--- src/rtl/tdc_hit_readout_if.sv ---
// Readout handshake between the hit FIFO and the downstream serializer / slow-control reader.
// The FIFO side (master) presents words; the consumer side (slave) accepts them with dataReady.
interface tdc_hit_readout_if;
    logic [39:0] dataOut;
    logic        dataValid;
    logic        dataReady;

    modport master (
        output dataOut,
        output dataValid,
        input  dataReady
    );

    modport slave (
        input  dataOut,
        input  dataValid,
        output dataReady
    );
endinterface

--- src/rtl/tdc_hit_readout.sv ---
// TDC hit readout: TOA window filter, BCID tagging, 40-bit word packing and a small FIFO
// drained over a valid/ready handshake, with sticky/saturating drop accounting.
module tdc_hit_readout #(
    parameter int DEPTH = 8,
    parameter int AW    = 3
) (
    input  logic          clk40,
    input  logic          resetn,
    input  logic          enable,
    input  logic          bcReset,
    input  logic [9:0]    TOA_code,
    input  logic [8:0]    TOT_code,
    input  logic [9:0]    Cal_code,
    input  logic          hitFlag,
    input  logic          TOAerrorFlag,
    input  logic          TOTerrorFlag,
    input  logic          CalerrorFlag,
    input  logic [9:0]    winLow,
    input  logic [9:0]    winHigh,
    input  logic          clearOverflow,
    tdc_hit_readout_if.master rd,
    output logic [AW:0]   fifoCount,
    output logic          overflowFlag,
    output logic [7:0]    overflowCnt
);

    localparam logic [AW:0] FULL_COUNT = (AW + 1)'(DEPTH);

    logic [7:0]    bcid;
    logic [AW-1:0] wrPtr;
    logic [AW-1:0] rdPtr;
    logic [39:0]   mem [DEPTH];
    logic [39:0]   hitWord;
    logic          winOk;
    logic          push;
    logic          pop;
    logic          full;
    logic          doWrite;
    logic          drop;

    // An inverted window (winLow > winHigh) can never satisfy both bounds, so it rejects everything.
    assign winOk   = (TOA_code >= winLow) && (TOA_code <= winHigh);
    assign push    = hitFlag && enable && winOk;
    assign pop     = (fifoCount != '0) && rd.dataReady;
    assign full    = (fifoCount == FULL_COUNT);
    assign doWrite = push && (!full || pop);
    assign drop    = push && full && !pop;

    assign hitWord = {bcid, TOAerrorFlag, TOTerrorFlag, CalerrorFlag, TOA_code, TOT_code, Cal_code};

    assign rd.dataValid = (fifoCount != '0);
    assign rd.dataOut   = rd.dataValid ? mem[rdPtr] : '0;

    always_ff @(posedge clk40 or negedge resetn) begin
        if (!resetn) begin
            bcid <= '0;
        end else if (bcReset) begin
            bcid <= '0;
        end else begin
            bcid <= bcid + 8'd1;
        end
    end

    // Storage is deliberately left out of reset; occupancy alone decides what is valid.
    always_ff @(posedge clk40) begin
        if (doWrite) begin
            mem[wrPtr] <= hitWord;
        end
    end

    always_ff @(posedge clk40 or negedge resetn) begin
        if (!resetn) begin
            wrPtr     <= '0;
            rdPtr     <= '0;
            fifoCount <= '0;
        end else begin
            if (doWrite) begin
                wrPtr <= wrPtr + AW'(1);
            end
            if (pop) begin
                rdPtr <= rdPtr + AW'(1);
            end
            case ({doWrite, pop})
                2'b10:   fifoCount <= fifoCount + (AW + 1)'(1);
                2'b01:   fifoCount <= fifoCount - (AW + 1)'(1);
                default: fifoCount <= fifoCount;
            endcase
        end
    end

    // A drop on the same edge as a clear wins, leaving exactly one counted drop.
    always_ff @(posedge clk40 or negedge resetn) begin
        if (!resetn) begin
            overflowFlag <= 1'b0;
            overflowCnt  <= '0;
        end else if (drop) begin
            overflowFlag <= 1'b1;
            if (clearOverflow) begin
                overflowCnt <= 8'd1;
            end else if (overflowCnt != 8'hFF) begin
                overflowCnt <= overflowCnt + 8'd1;
            end
        end else if (clearOverflow) begin
            overflowFlag <= 1'b0;
            overflowCnt  <= '0;
        end
    end

endmodule

--- src/flat_wrapper.sv ---
// flat-port wrapper written by rule: the top's interface ports become plain ports
module tdc_hit_readout_flat 
#(
    parameter int DEPTH = 8,
    parameter int AW    = 3
)
  (clk40, resetn, enable, bcReset, TOA_code, TOT_code, Cal_code, hitFlag, TOAerrorFlag, TOTerrorFlag, CalerrorFlag, winLow, winHigh, clearOverflow, fifoCount, overflowFlag, overflowCnt, rd_dataOut, rd_dataValid, rd_dataReady);
  tdc_hit_readout_if rd_i ();
  input  logic clk40;
  input  logic resetn;
  input  logic enable;
  input  logic bcReset;
  input  logic [9:0] TOA_code;
  input  logic [8:0] TOT_code;
  input  logic [9:0] Cal_code;
  input  logic hitFlag;
  input  logic TOAerrorFlag;
  input  logic TOTerrorFlag;
  input  logic CalerrorFlag;
  input  logic [9:0] winLow;
  input  logic [9:0] winHigh;
  input  logic clearOverflow;
  output logic [AW:0] fifoCount;
  output logic overflowFlag;
  output logic [7:0] overflowCnt;
  output wire logic [$bits(rd_i.dataOut)-1:0] rd_dataOut;
  output wire logic [$bits(rd_i.dataValid)-1:0] rd_dataValid;
  input wire logic [$bits(rd_i.dataReady)-1:0] rd_dataReady;
  assign rd_dataOut = rd_i.dataOut;
  assign rd_dataValid = rd_i.dataValid;
  assign rd_i.dataReady = rd_dataReady;
  tdc_hit_readout #(.DEPTH(DEPTH), .AW(AW)) u_core (.clk40(clk40), .resetn(resetn), .enable(enable), .bcReset(bcReset), .TOA_code(TOA_code), .TOT_code(TOT_code), .Cal_code(Cal_code), .hitFlag(hitFlag), .TOAerrorFlag(TOAerrorFlag), .TOTerrorFlag(TOTerrorFlag), .CalerrorFlag(CalerrorFlag), .winLow(winLow), .winHigh(winHigh), .clearOverflow(clearOverflow), .rd(rd_i), .fifoCount(fifoCount), .overflowFlag(overflowFlag), .overflowCnt(overflowCnt));
endmodule
--- config.mk ---
export PLATFORM = sky130hd
export DESIGN_NAME = tdc_hit_readout_flat
export DESIGN_NICKNAME = d
export VERILOG_FILES = /design/src/rtl/tdc_hit_readout_if.sv /design/src/rtl/tdc_hit_readout.sv /design/src/flat_wrapper.sv
export SDC_FILE = /design/constraint.sdc
export NUM_CORES = 1
export LEC_CHECK = 0
export BUFFER_PORTS_ARGS = -buffer_cell sky130_fd_sc_hd__buf_2
export CORE_ASPECT_RATIO = 1.1
export CORE_MARGIN = 2
export CORE_UTILIZATION = 54
export CTS_CLUSTER_SIZE = 8
export DETAILED_ROUTE_END_ITERATION = 12
export MAX_ROUTING_LAYER = met4
export PLACE_DENSITY = 0.76
export SLEW_MARGIN = 20
export SYNTH_ARGS = -nofsm -noshare
export SYNTH_HDL_FRONTEND = slang
export SYNTH_SLANG_ARGS = --single-unit
--- constraint.sdc ---
create_clock -name clk40 -period 4.9 [get_ports clk40]
set_clock_uncertainty 0.1 [all_clocks]
set_input_delay 0.735 -clock clk40 [delete_from_list [all_inputs] [get_ports clk40]]
set_output_delay 0.735 -clock clk40 [all_outputs]
set_load 0.05 [all_outputs]
# After elaboration in Yosys (flattened, before gate mapping)
# Memory sizes are Yosys's and may differ from the RTL's.
# Cells that the tools add are included.
dict set report word_totals {
  elab_cells 45
  mem_count 1
  ram_bits 320
  regBits 27
}
dict set report classes {
  add_sub_neg 6
  magnitude_cmp 2
  muxes 11
  n_reduce_logical 15
  n_eq_ne 4
}
# memory depth width rd rd_clocked_by_memory_dff write_ports line
set memory_table {}
lappend memory_table {u_core.mem 8 40 1 0 1 tdc_hit_readout.sv:32} ;# logic [39:0] mem [DEPTH];
# cell count
set op_table {}
lappend op_table {{$mux 40} 1}
lappend op_table {{$mux 8} 5}
lappend op_table {{$add 8x1->8 const B} 2}
lappend op_table {{$ge 10x10->1} 1}
lappend op_table {{$le 10x10->1} 1}
lappend op_table {{$ne 8x8->1 const B} 1}
lappend op_table {{$pmux 4 s2} 1}
lappend op_table {{$logic_and 1x1->1} 7}
lappend op_table {{$add 3x1->3 const B} 2}
lappend op_table {{$reduce_bool 2->1} 3}
lappend op_table {{$add 4x1->4 const B} 1}
lappend op_table {{$eq 4x4->1 const B} 1}
lappend op_table {{$mux 1} 4}
lappend op_table {{$reduce_bool 4->1} 1}
lappend op_table {{$sub 4x1->4 const B} 1}
lappend op_table {{$eq 2x1->1 const B} 1}
lappend op_table {{$eq 2x2->1 const B} 1}
lappend op_table {{$logic_not 1->1} 2}
lappend op_table {{$reduce_and 2->1} 1}
lappend op_table {{$logic_or 1x1->1} 1}

# Logic depth before layout (Yosys ltp)
# Gate-level depths: netlist of run 1.
dict set report depth {
  ltp_word 7
  ltp_mapped 16
  mapped_depth_nobuf 15
}

# Worst setup path before layout of run 1
# Ideal clock, no wire load.
dict set report synth_path {
  kind {input port to flip-flop}
  startpoint {input winHigh[5]}
  endpoint {memory u_core.mem[1][0] (enable)}
  path_stages 9
  slack_ps -1696
  arrival_ps 5959
  setup_ps 537
  path_cell_list {inv_1 -> ha_1 -> and4_1 -> nand4_1 -> o21ai_1 -> o21ai_2 -> nor2_1 -> nand2_1 -> nor4_1}
}
dict set report synth_between {
  elab_chain_cells 6
}
# element line
set synth_rtl {}
lappend synth_rtl {{start: declaration} flat_wrapper.sv:21} ;# input logic [9:0] winHigh;
lappend synth_rtl {{$le 10x10->1} tdc_hit_readout.sv:42} ;# assign winOk = (TOA_code >= winLow) && (TOA_code <= winHigh);
lappend synth_rtl {{$logic_and 1x1->1} tdc_hit_readout.sv:42}
lappend synth_rtl {{$logic_and 1x1->1} tdc_hit_readout.sv:43} ;# assign push = hitFlag && enable && winOk;
lappend synth_rtl {{$logic_and 1x1->1} tdc_hit_readout.sv:46} ;# assign doWrite = push && (!full || pop);
lappend synth_rtl {{$mux 1} tdc_hit_readout.sv:66} ;# if (doWrite) begin
lappend synth_rtl {{$mux 1 (implied by the code)} tdc_hit_readout.sv:67} ;# mem[wrPtr] <= hitWord;
lappend synth_rtl {{end: declaration} tdc_hit_readout.sv:32}
# Every way passes these cells.

# Final worst setup path of run 1
dict set report layout_path {
  startpoint {register u_core.rdPtr[0]}
  endpoint {output rd_dataOut[2]}
}
dict set report layout_between {
  elab_chain_cells 2
}
# element line
set layout_rtl {}
lappend layout_rtl {{start: declaration} tdc_hit_readout.sv:31} ;# logic [AW-1:0] rdPtr;
lappend layout_rtl {{start signal: assignment} tdc_hit_readout.sv:81} ;# rdPtr <= rdPtr + AW'(1);
lappend layout_rtl {{$mem_v2 8x40} -}
lappend layout_rtl {{$mux 40} tdc_hit_readout.sv:52} ;# assign rd.dataOut = rd.dataValid ? mem[rdPtr] : '0;
lappend layout_rtl {{end: declaration} flat_wrapper.sv:26} ;# output wire logic [$bits(rd_i.dataOut)-1:0] rd_dataOut;
# Every way passes these cells.

==> flow_summary.toml, run 1 <==
[power]
p_sw_mw = 3.424
sw_frac_of_total = 0.3531
p_int_mw = 6.272
peakVddDrop_mv = 0.4905
p_seq_frac = 0.377
clockPowerShare = 0.306
pwr-share-comb = 0.317
powerDensity_mw_per_mm2 = 587.8
leakagePower_nw = 5.866

[detailed_routing]
ant_nets = 0
routed_via_density = 5.860
drc_errors = 0
drtIter0Drc = 582
vias = 7249
drt-total-wl_um = 28500
firstDrtPassIters = 5
post_drt_wl_per_cell_um = 23.04

[clock_network]
cts_max_level = 2
post_cts_resized = 0
cts-root-buf = "clkbuf_16"
cts_tree = "built"
post-cts-setup-buffers = 0
hold_buffers = 0
cts_buffers = 49
numClockSinks = 347
clkLatencyLatePin_ns = 0.53
cts_max_path_buffers = 3
clkSlewWorstSetupHoldPaths_ns = 0.05

[min_path]
min_path_type = "input pin to asynchronous set/reset pin"

[sta]
worst_slew_pin_slew_ns = 0.8181
timing.final.crit_period_ns = 3.762
rsz0062_at_grt = "false"
final_hold_viol_count = 0
setup_slack_ns = 1.138
maxSlewHeadroom = 0.4546
holdWs_ns = 0.1169
setup_viol = 0
maxSlewViolCount = 0
finalCritPeriodShare = 0.7677
max_freq_ghz = 0.2658
setup-tns-final_ns = 0

[cells_and_area]
design_area_mm2 = 0.01650
drive_gt1_frac = 0.3142
fin_cells = 1237
area_growth_pct = 17.61
nNetsFinal = 955

[yosys]
synth_xor_area_frac = 0.008742
muxShareOfSynthArea = 0.1591
netlist_instances = 719
synthFlopType = "edfxtp_1"
synth-edff-count = 320
synth_seq_cells = 347
yosysWarningCount = 0
synth_compound_area_frac = 0.01740
avgSynthCellArea_um2 = 19.51
synth.distinct_cells = 47
syn_nets = 805
yosys.area_share.simple = 0.04050
async_flop_share = 0.07781
synth_fa_ha_area_frac = 0.02462
ys_seq_area_frac = 0.7333
syn_area_mm2 = 0.01403
synth_top_family_by_area = "multiplexers"

[grt]
track_usage = 0.2220
antenna_found_initial = 3
overflow = 0
grt_pass1_vias = 7845
grt_max_degree = 55
grt_pass1_wl_um = 44060

[critical_path]
path_class = "flop to primary output"
crit_required_ns = 4.07
end_kind = "primary output"
worst_setup_path_start_kind = "flop"
critPathMaxFanout = 36
crit_arrival_ns = 2.93

[placed_design]
hpwl_um = 15340
dpl_worst_slack_ns = 0.8939
placedInstanceArea_mm2 = 0.01514
place_congestion = 0.8235
dpl.cell_count = 1164
port_buffers = 112

[die]
dieHeight_um = 173.0
die_area_mm2 = 0.02728
start_util = 0.5519
core_mm2 = 0.02542
row_count = 61
die_w_um = 157.7
ioPinCount = 113

[run]
maxCapViolations = 0

[outcome]
outcome = "finished clean"
==> cell usage in the layout (no fill, tap or decap), drive strengths merged, types with 13 or more instances in the layout <==
| cell | n |
|---|---|
| edfxtp | 320 |
| clkbuf | 66 |
| ha | 26 |
| buf | 130 |
| mux4 | 80 |
| nor2 | 54 |
| inv | 28 |
| nand2 | 13 |
| mux2i | 43 |
| dfrtp | 27 |
==> stage by stage <==
stage / power [mW] / utilization
after global placement: 6.768 / 0.5958
after CTS: 9.788 / 0.6487
after global routing: 10.07 / 0.6490
after floorplan: 6.031 / -
final: 9.696 / 0.6490
after detailed placement: 6.791 / 0.5958
==> power groups by stage <==
stage	registers [mW]	clock network [mW]	logic (mW)
floorplan	3.50	0	2.53
global placement	3.71	0	3.06
detailed placement	3.71	0	3.08
CTS	3.66	3.01	3.11
global route	3.68	3.14	3.25
finish	3.65	2.96	3.08
==> cell families (layout without fill, tap and decap cells) <==
family,after synthesis,in the layout
flops,347,347
mux,123,123
simple gates,116,116
buf+inv,58,227
compound gates,34,34
fa+ha+maj,27,27
xor+xnor,14,14
other cells,0,3
==> routing by layer <==
layer,wire [um],track usage
met1,11460,0.2861
met2,14390,0.3536
met4,926,0.09356
met3,1726,0.03609
met5,0,-
==> Yosys cell counts, types with 2 or more instances <==
cell	n	area, um^2
nand2_1	13	48.80
and4_1	6	52.55
o21ai_0	5	25.02
nand3b_1	2	15.01
mux4_2	80	1802
inv_1	27	101.4
a211oi_1	3	22.52
xnor2_1	9	78.83
buf_1	6	22.52
nor2_1	54	202.7
edfxtp_1	320	9609
buf_2	8	40.04
ha_1	26	325.3
a21oi_1	8	40.04
nor2b_1	3	18.77
mux2i_1	43	430.4
a31oi_1	4	25.02
nor4_1	4	25.02
clkbuf_1	16	60.06
nor3_1	8	40.04
nand4_1	3	18.77
dfrtp_1	27	675.7
a311oi_1	2	17.52
and3_1	6	37.54
nand2b_1	3	18.77
xor2_1	5	43.79
nand3_1	8	40.04
==> flip-flops by register name, summed over array words and instances, names as in the netlist <==
register	cells
u_core.mem	320
u_core.rdPtr	3
u_core.wrPtr	3
u_core.overflowCnt	8
u_core.overflowFlag	1
u_core.fifoCount	4
u_core.bcid	8
==> layout make-up <==
class / count / area (um^2)
sequential: 347 / 10290
antenna: 3 / 7.507
timing repair buffer: 130 / 720.7
multi-input combinational: 314 / 3593
tap: 346 / 432.9
clock inverter: 4 / 46.29
fill: 1629 / 8920
clock buffer: 66 / 1300
inverter: 27 / 101.3
==> worst max-delay path, cell delays in order (launching register included) <==
cell     delay, ns
dfrtp_4       0.92
buf_12        0.32
mux4_2        0.58
mux2i_1       0.23
nor2_1        0.08
buf_2         0.24
==> final timing paths <==
kind                                      from             endpoint  slack (ns)  cells after the start
min                                     resetn       u_core.bcid[4]        0.12                      1
max in group asynchronous               resetn      u_core.rdPtr[0]        4.10                      1
max reg2reg                u_core.fifoCount[0]  u_core.fifoCount[3]        1.95                     11
min reg2reg                u_core.overflowFlag  u_core.overflowFlag        0.44                      2
min in group clk40                 TOT_code[3]    u_core.mem[6][13]        0.37                      1
max                            u_core.rdPtr[0]        rd_dataOut[2]        1.14                      5
Power figures use the tool's default switching activity.
==> run 2: changes to the inputs <==
clock period = 3.2 ns   (was 4.9 ns; I/O delays follow)
==> run 2 against run 1 <==
  * Die area stayed put
  * Worst setup slack worse by 0.97 ns
  * Sequential share of layout area is 1.3 points lower
  * First-iteration DRC count is 0.86% lower
  * Global-route usage is 0.60 points higher
  * Largest cell class unchanged
  * Largest power group unchanged
==> flow_summary.toml, run 2 (same netlist as run 1, synthesis figures left out) <==
[outcome]
outcome = "finished clean"

[grt]
grt_max_degree = 43
track_usage = 0.2280
grt_pass1_wl_um = 45530
grt_pass1_vias = 8031
overflow = 0
antenna_found_initial = 1

[critical_path]
crit_arrival_ns = 2.45
regToRegStartpoint = "u_core.fifoCount[0]"
cp_cell_sequence = "buf_12 -> mux4_2 -> mux2i_1 -> nor2_1 -> buf_2"
critPathSlowestCell = "dfrtp_4"
critPathMaxFanout = 42
r2r_end = "u_core.fifoCount[3]"
end_kind = "primary output"
r2r_cells = 10
path_class = "flop to primary output"
cp_top_family = "flip-flops"
cp_slowest_stage_delay_ns = 0.69
worst_setup_path_start_kind = "flop"
r2r_slack_ns = 0.71
cp.buffers_inverters = 2
crit_required_ns = 2.62

[cells_and_area]
design_area_mm2 = 0.01685
largest_reg_flops = 320
multiInputGateArea_mm2 = 0.003661
nNetsFinal = 967
top_regs = "u_core.mem (320), u_core.bcid (8), u_core.overflowCnt (8)"
final_common_cell = "edfxtp_1"
regArea_mm2 = 0.01029
area_growth_pct = 20.17
top_register = "u_core.mem"
drive_gt1_frac = 0.3282
final_cell_mix = "320 x edfxtp_1, 112 x buf_2, 80 x mux4_2"
fillers = 1601

[die]
start_util = 0.5519
die_area_mm2 = 0.02728
die_w_um = 157.7
row_count = 61
ioPinCount = 113
core_mm2 = 0.02542
dieHeight_um = 173.0

[clock_network]
numClockSinks = 347
cts_buffers = 49
cts_tree = "built"
post_cts_resized = 0
cts_max_level = 2
clkSlewWorstSetupHoldPaths_ns = 0.05
cts_max_path_buffers = 3
clkLatencyLatePin_ns = 0.54
cts-root-buf = "clkbuf_16"

[sta]
finalCritPeriodShare = 0.9478
maxSlewViolCount = 0
final_hold_viol_count = 0
setup-tns-final_ns = 0
setup_viol = 0
maxSlewHeadroom = 0.5527
max_freq_ghz = 0.3297
rsz0062_at_grt = "false"
worst_slew_pin_slew_ns = 0.6710
timing.final.crit_period_ns = 3.033
setup_slack_ns = 0.1670

[placed_design]
placedInstanceArea_mm2 = 0.01546
port_buffers = 112
dpl_worst_slack_ns = -0.1149
place_congestion = 0.8611
hpwl_um = 16270

[min_path]
hold-path-endpoint = "u_core.mem[2][19]"
min_path_type = "input pin to flop"
hold_depth = 1
min_from = "TOA_code[0]"

[detailed_routing]
firstDrtPassIters = 5
ant_nets = 0
vias = 7413
routed_via_density = 5.893
drtIter0Drc = 577
drc_errors = 0
post_drt_wl_per_cell_um = 23.02
drt-total-wl_um = 28960

[power]
peakVddDrop_mv = 0.5772
total_power_mw = 14.97
powerDensity_mw_per_mm2 = 888.5
leakagePower_nw = 5.978

[run]
maxCapViolations = 0
[run 2: area by class of cell]
| class | count | area share |
|---|---|---|
| multi-input cells | 314 | 0.2172 |
| well taps | 346 | 0.02568 |
| flip-flops and latches | 347 | 0.6107 |
| repair buffers | 142 | 0.05790 |
| clock inverters | 4 | 0.002895 |
| inverters | 27 | 0.006458 |
| clock buffers | 77 | 0.07898 |
| diodes | 1 | 0.0001485 |
[run 2: power by group]
part	internal, mW	total, mW	switching, mW
combinational	1.77	5.00	3.22
clock	2.82	4.58	1.76
sequential	5.12	5.40	0.284
[run 2: repair_timing]
item / 4_1_cts / 5_1_grt
setup buffers: 0 / 0
hold buffers: 1 / 0
hold endpoints to repair: 27 / 0
[run 2: worst max path at each step]
stage                                from             endpoint  slack, ns  depth (start not counted)
after floorplan                winHigh[1]     u_core.mem[2][0]      -0.35                          9
after global placement        TOA_code[0]  u_core.fifoCount[3]       0.03                         16
after detailed placement      TOA_code[0]  u_core.fifoCount[3]      -0.11                         16
after CTS                 u_core.rdPtr[1]       rd_dataOut[20]       0.14                          5
after global routing      u_core.rdPtr[1]       rd_dataOut[29]       0.09                          5
final                     u_core.rdPtr[1]       rd_dataOut[29]       0.17                          5
[run 2: per-stage QoR]
stage / utilization / hold slack [ns] / instances
6_report: 0.6632 / 0.08190 / 1258
4_1_cts: 0.6631 / 0.06828 / 1257
3_5_place_dp: 0.6084 / 0.4250 / 1175
2_1_floorplan: - / 0.08441 / 719
3_3_place_gp: 0.6084 / 0.4262 / 1175
5_1_grt: 0.6632 / 0.07114 / 1258
[run 2: routing by layer]
| layer | GRT usage | share of wire |
|---|---|---|
| met2 | 0.3764 | 0.53 |
| met5 | - | 0 |
| met3 | 0.04261 | 0.071 |
| met1 | 0.2910 | 0.38 |
| met4 | 0.06591 | 0.021 |
